<file path="config.mk">
export PLATFORM = sky130hd
export DESIGN_NAME = gray_ticket_arb
export DESIGN_NICKNAME = d
export VERILOG_FILES = /design/src/rtl/gray_ticket_arb.sv
export SDC_FILE = /design/constraint.sdc
export NUM_CORES = 1
export LEC_CHECK = 0
export BUFFER_PORTS_ARGS = -buffer_cell sky130_fd_sc_hd__buf_2
export CORE_MARGIN = 5
export CORE_UTILIZATION = 49
export CTS_CLUSTER_DIAMETER = 60
export DETAILED_ROUTE_END_ITERATION = 10
export PLACE_DENSITY = 0.84
export SLEW_MARGIN = 30
export SYNTH_ARGS = -nofsm -noshare
export SYNTH_HDL_FRONTEND = slang
export SYNTH_SLANG_ARGS = --single-unit
</file>
<file path="constraint.sdc">
create_clock -name clk -period 1.5 [get_ports clk]
set_input_delay 0.225 -clock clk [delete_from_list [all_inputs] [get_ports clk]]
set_output_delay 0.225 -clock clk [all_outputs]
set_load 0.05 [all_outputs]
</file>
<file path="src/rtl/gray_ticket_arb.sv">
// gray_ticket_arb: round-robin arbiter that hands each winner a gray-coded
// ticket from one shared sequence counter, then advances the counter.
//
// Ports:
//   clk      rising-edge clock
//   rst      asynchronous active-low reset
//   en       arbitration enable (0: no grants, requests stay pending)
//   clr      synchronous clear of counter and priority pointer
//   req      per-requester request, held until granted
//   gnt      registered one-hot grant pulse
//   gnt_vld  registered, equals |gnt
//   ticket   gray ticket of the current grant (holds between grants)
//   wrap     pulses with the grant carrying the last code before wrap-around
module gray_ticket_arb #(
  parameter int unsigned NREQ  = 4,
  parameter int unsigned CBITS = 10
) (
  input  logic             clk,
  input  logic             rst,
  input  logic             en,
  input  logic             clr,
  input  logic [NREQ-1:0]  req,
  output logic [NREQ-1:0]  gnt,
  output logic             gnt_vld,
  output logic [CBITS-1:0] ticket,
  output logic             wrap
);

  localparam int unsigned PW = (NREQ > 1) ? $clog2(NREQ) : 1;

  logic [CBITS-1:0] cnt_q, cnt_d;
  logic [PW-1:0]    ptr_q, ptr_d;
  logic [NREQ-1:0]  gnt_q, gnt_d;
  logic             gnt_vld_q, gnt_vld_d;
  logic [CBITS-1:0] ticket_q, ticket_d;
  logic             wrap_q, wrap_d;

  logic             found_c;
  logic [PW-1:0]    win_c;

  // Round-robin search starting just after the last granted requester.
  always_comb begin
    found_c = 1'b0;
    win_c   = '0;
    for (int unsigned i = 1; i <= NREQ; i++) begin
      int unsigned idx;
      idx = (32'(ptr_q) + i) % NREQ;
      if (!found_c && req[PW'(idx)]) begin
        found_c = 1'b1;
        win_c   = PW'(idx);
      end
    end
  end

  // Next-state: clr dominates, then en gates any grant.
  always_comb begin
    cnt_d     = cnt_q;
    ptr_d     = ptr_q;
    gnt_d     = '0;
    gnt_vld_d = 1'b0;
    ticket_d  = ticket_q;
    wrap_d    = 1'b0;
    if (clr) begin
      cnt_d    = '0;
      ptr_d    = PW'(NREQ - 1);
      ticket_d = '0;
    end else if (en && found_c) begin
      gnt_d     = NREQ'(1) << win_c;
      gnt_vld_d = 1'b1;
      ticket_d  = cnt_q ^ (cnt_q >> 1);
      wrap_d    = (cnt_q == {CBITS{1'b1}});
      cnt_d     = cnt_q + CBITS'(1);
      ptr_d     = win_c;
    end
  end

  // State and output registers.
  always_ff @(posedge clk or negedge rst) begin
    if (!rst) begin
      cnt_q     <= '0;
      ptr_q     <= PW'(NREQ - 1);
      gnt_q     <= '0;
      gnt_vld_q <= 1'b0;
      ticket_q  <= '0;
      wrap_q    <= 1'b0;
    end else begin
      cnt_q     <= cnt_d;
      ptr_q     <= ptr_d;
      gnt_q     <= gnt_d;
      gnt_vld_q <= gnt_vld_d;
      ticket_q  <= ticket_d;
      wrap_q    <= wrap_d;
    end
  end

  assign gnt     = gnt_q;
  assign gnt_vld = gnt_vld_q;
  assign ticket  = ticket_q;
  assign wrap    = wrap_q;

endmodule

</file>
; ---- Word-level counts from Yosys, hierarchy flattened
; Cells that the tools add are included.
[totals]
register_bits = 28
inputBits = 8
wordCells = 54
[classes]
n_addsub = 5
order_cmp = 4
n_eq_ne = 1
shift = 1
muxes = 28
bitwise = 1
reduce_logical = 8
[op_table]
columns = op, n
row1 = two-way mux 10 bit, 4
row2 = < comparator 2 x 3 -> 1 bit (second input constant), 4
row3 = two-way mux 1 bit, 12
row4 = two-way mux 2 bit, 6
row5 = adder 10 x 1 -> 10 bit (second input constant), 1
row6 = equality test 10 bit (second input constant), 1
row7 = XOR 10 x 9 -> 10 bit, 1
row8 = binary-select mux 1 bit (select 2 bit), 4
row9 = two-way mux 4 bit, 2
row10 = adder 2 x 1 -> 2 bit (second input constant), 2
row11 = adder 2 bit (second input constant), 2
row12 = logical AND 1 bit, 4
row13 = left shift 1 x 2 -> 4 bit (first input constant), 1
row14 = logical NOT 1 bit, 3
row15 = nonzero test 2 bit, 1

; ---- Longest topological paths before layout
[depth]
depth_word = 16
mapped_depth = 5
depth_no_buf = 4

; ---- Least setup slack after synthesis
; Ideal clock, no wire load.
[synth_timing]
path_type = register to register
startpoint = register ptr_q[1]
endpoint = register gnt_q[2] (netlist: gnt[2])
setup_ns = 0.121
t_arrival_ns = 1.391
required_time_ns = 1.379
path_slack_ns = -0.012
stages_incl_launch_ff = 5
n_path_buf = 1
synth_period_minus_slack_ns = 1.512
cell_sequence = dfstp_2 -> clkbuf_2 -> a21oi_1 -> o31ai_1 -> and4b_1
[synth_between]
elab_chain_cells = 16
elab_cells_between_ends = 30
classes_between = add/sub (4) / shift (1) / mux (18) / reduce/logical (7)
[synth_lines]
columns = element, line_no
row1 = from (decl), 32  ; logic [PW-1:0] ptr_q, ptr_d;
row2 = from (signal assigned), 81  ; ptr_q <= PW'(NREQ - 1);
row3 = from (signal assigned), 88  ; ptr_q <= ptr_d;
row4 = adder 2 x 1 -> 2 bit, 47  ; idx = (32'(ptr_q) + i) % NREQ;
row5 = binary-select mux 1 bit (select 2 bit), 48  ; if (!found_c && req[PW'(idx)]) begin
row6 = two-way mux 1 bit (not written as such), 48
row7 = two-way mux 1 bit, 48
row8 = logical NOT 1 bit, 48
row9 = logical AND 1 bit, 48
row10 = two-way mux 1 bit, 48
row11 = logical NOT 1 bit, 48
row12 = logical AND 1 bit, 48
row13 = two-way mux 1 bit, 48
row14 = logical NOT 1 bit, 48
row15 = logical AND 1 bit, 48
row16 = two-way mux 2 bit or two-way mux 1 bit (tied branches), 48
row17 = left shift 1 x 2 -> 4 bit or logical AND 1 bit (tied branches), "68, 67"
row18 = two-way mux 4 bit *, 67  ; end else if (en && found_c) begin
row19 = two-way mux 4 bit *, 63  ; if (clr) begin
row20 = named net gnt_d[2], 33  ; logic [NREQ-1:0] gnt_q, gnt_d;
row21 = to (signal assigned), 89  ; gnt_q <= gnt_d;
row22 = to (decl), 33
; Mark *: on every way through the listed nets, which the timed path passes. The rest lies on a longest branch. The select of a mux whose other input is x is not followed.
; A chain may end at the register's enable or synchronous reset.

; ---- Final worst setup path
[layout_timing]
startpoint = register cnt_q[1]
endpoint = register cnt_q[7]
[layout_between]
elab_chain_cells = 3
[layout_lines]
columns = element, line_no
row1 = from (decl), 31  ; logic [CBITS-1:0] cnt_q, cnt_d;
row2 = from (signal assigned), 87  ; cnt_q <= cnt_d;
row3 = adder 10 x 1 -> 10 bit, 72  ; cnt_d = cnt_q + CBITS'(1);
row4 = two-way mux 10 bit, 67
row5 = two-way mux 10 bit, 63
; No other way between the ends. The select of a mux whose other input is x is not followed.

==> out/qor.yml <==
status: "finished, violations left"
failed_checks: "setup timing"
crit_type: "reg -> reg"
fin_crit_sh: 1.06
wirelength_um: 3320
cp_max_fo: 5
ios: 24
fin_area_um2: 1720
dpl-instance-area_um2: 1540
dpl.cell_count: 187
num_antenna_cells: 0
multi_input_area_um2: 744
cts_root_buf: "clkbuf_4"
grt_max_degree: 28
clockPowerShare: 0.240
ys_ff_latch: 27
worst_skew_pair.late_latency_ns: 0.32
dr_total_vias: 1162
crit_path_end_kind: "flop"
leakage_nw: 0.806
die_h_um: 63.2
htree_levels: 1
netlist_area_um2: 1390
track_usage: 0.155
die-area_um2: 4000
path_clk_slew_ns: 0.14
drv_cap: 0
finalHoldViolCount: 0
register_area_um2: 678
drive_gt1_frac: 0.349
hold_class: "in -> reg"
irDropWorstVdd_v: 0.000581
cts.sinks: 27
seq_area_frac_synth: 0.489
timing.fmax_ghz: 0.631
ant_nets: 0
first_global_vias: 1119
grt.overflow.total: 0
cts_tree: "yes"
min_period_ns: 1.58
pwr-share-comb: 0.177
viasPerCell: 5.81
required_ns: 1.76
syn_nets: 154
grt_pass1_wl_um: 5160
final_cell_mix: "dfrtp_1, buf_2, nand2_1"
first_iter_violations: 47
antenna_found_initial: 0
gp_congestion: 0.957
netSwitchingPower_mw: 0.376
wire_per_inst_um: 16.6
seqPwrFrac: 0.584
yosys_warnings: 0
ys_types: 38
clock_path_buffers: 2
switching_share: 0.286
dr.pass1.iters: 4
hpwlAfterDp_um: 2180
dieWidth_um: 63.2
drc: 0
pre_cts_ws_ns: -0.0754
area_growth_pct: 24.1
cp-start-kind: "flop"
arrival_ns: 1.84
worst_slack_ns: -0.0845
io_buffers: 23
slew-limit-headroom: 0.593
drv_slew: 0
layout_commonest_cell: "dfrtp_1"
cts_inserted_buffers: 3
internal_power_mw: 0.937
setup_viol: 3
synth_cells: 137
worst-slew-pin-transition_ns: 0.611
fillers: 231
p_per_area_nw_per_um2: 762
synth_area_per_cell_um2: 10.1
rows: 19
clock_skew_ns: 0.00694
fin_cells: 200
p_total_mw: 1.31
finalNetCount: 187
coreArea_um2: 2730
rsz0062_at_grt: "true"
start_util: 0.508
[stage by stage]
stage,hold slack (ns),TNS [ns],utilization
floorplan,-0.0706,0,-
global placement,0.253,0,0.562
detailed placement,0.266,-0.0754,0.562
CTS,0.216,-0.000449,0.583
global route,0.229,-0.363,0.630
finish,0.226,-0.104,0.630
[path summary, 6_finish.rpt]
check / slack, ns / start / endpoint / cells after the start
max in group asynchronous: 0.68 / rst / ticket[3] / 2
worst min-delay path: 0.23 / en / gnt_vld / 3
worst min register to register: 0.53 / ticket[8] / ticket[8] / 2
worst max register to register: -0.08 / cnt_q[1] / cnt_q[7] / 4
min in group asynchronous: 0.42 / rst / gnt[2] / 2
worst max-delay path: -0.08 / cnt_q[1] / cnt_q[7] / 4
[power groups by stage]
stage | Combinational (mW) | Sequential [mW] | Clock, mW
2_1_floorplan | 0.104 | 0.799 | 0
3_3_place_gp | 0.183 | 0.776 | 0
3_5_place_dp | 0.190 | 0.778 | 0
4_1_cts | 0.198 | 0.765 | 0.317
5_1_grt | 0.248 | 0.769 | 0.359
6_report | 0.232 | 0.766 | 0.315
[metal layers]
metal	wire length (µm)	track usage	part of all wire	vias to the layer above
met5	0	0	0	-
met4	19	0.0390	0.0057	0
li1	-	-	-	557
met2	1640	0.260	0.49	23
met3	146	0.0266	0.044	4
met1	1520	0.207	0.46	578
[synthesized netlist by cell type]
cell type  number  share of area
and3b_1         2          0.013
nand2b_1        1         0.0045
o41a_1          1         0.0081
clkbuf_2        1         0.0036
o21ai_0         7          0.025
dfrtp_1        25           0.45
buf_6           1         0.0081
buf_2           2         0.0072
buf_4           1         0.0054
dfstp_2         2          0.038
o221a_2         1         0.0081
o31ai_1         3          0.016
nor3_1          2         0.0072
or3_1           5          0.023
nand2_1        22          0.060
o41ai_4         1          0.020
nor4_1          1         0.0045
ha_1            9          0.081
nand3_1         1         0.0036
mux2_2          1         0.0081
buf_1           1         0.0027
or2_2           1         0.0045
nor2_1          4          0.011
mux2i_1         1         0.0072
a2111oi_2       1          0.011
clkbuf_1        3         0.0081
o311a_1         1         0.0072
nor3b_1         2          0.011
a21oi_1        20          0.072
xnor2_1         1         0.0063
nor2b_1         3          0.014
nand4_1         2         0.0090
or3b_2          1         0.0063
inv_1           2         0.0054
or3b_1          1         0.0063
or4_1           2          0.011
and4b_1         1         0.0072
and4_1          1         0.0063
[cell families (layout without fill, tap and decap cells)]
| group | after synthesis | after routing | share of synthesized area |
|---|---|---|---|
| AO/OA/AOI/OAI | 35 | 35 | 0.168 |
| XOR/XNOR | 1 | 1 | 0.00631 |
| adder cells (fa/ha/maj) | 9 | 9 | 0.0812 |
| buffers and inverters | 11 | 43 | 0.0406 |
| flip-flops | 27 | 27 | 0.489 |
| multiplexers | 2 | 2 | 0.0153 |
| AND/OR/NAND/NOR | 52 | 52 | 0.200 |
[critical path, cell delays in order, from the launching register on]
cell     delay, ns
dfrtp_1       0.43
ha_2          0.20
nand4_1       0.19
or4_4         0.57
a21oi_2       0.12
[layout make-up]
type,count,share of cell area
Sequential cell,27,0.394
Multi-Input combinational cell,99,0.432
Timing Repair Buffer,37,0.132
Tap cell,31,0.0225
Clock buffer,4,0.0153
Inverter,2,0.00436
[what timing repair did]
action                                  CTS  global route
buffers inserted                          0             8
hold endpoints to repair                 25             0
pin swaps                                 4            13
cloned                                    0             0
gates resized for setup                   5            13
endpoints found under the setup margin    2             6
hold buffers                              1             0
[flip-flops by register name (all words and copies together) (netlist names)]
signal,count
cnt_q,10
ticket,9
gnt,4
ptr_q,2
gnt_vld,1
wrap,1
No activity file was read; power rests on OpenSTA's default activity.
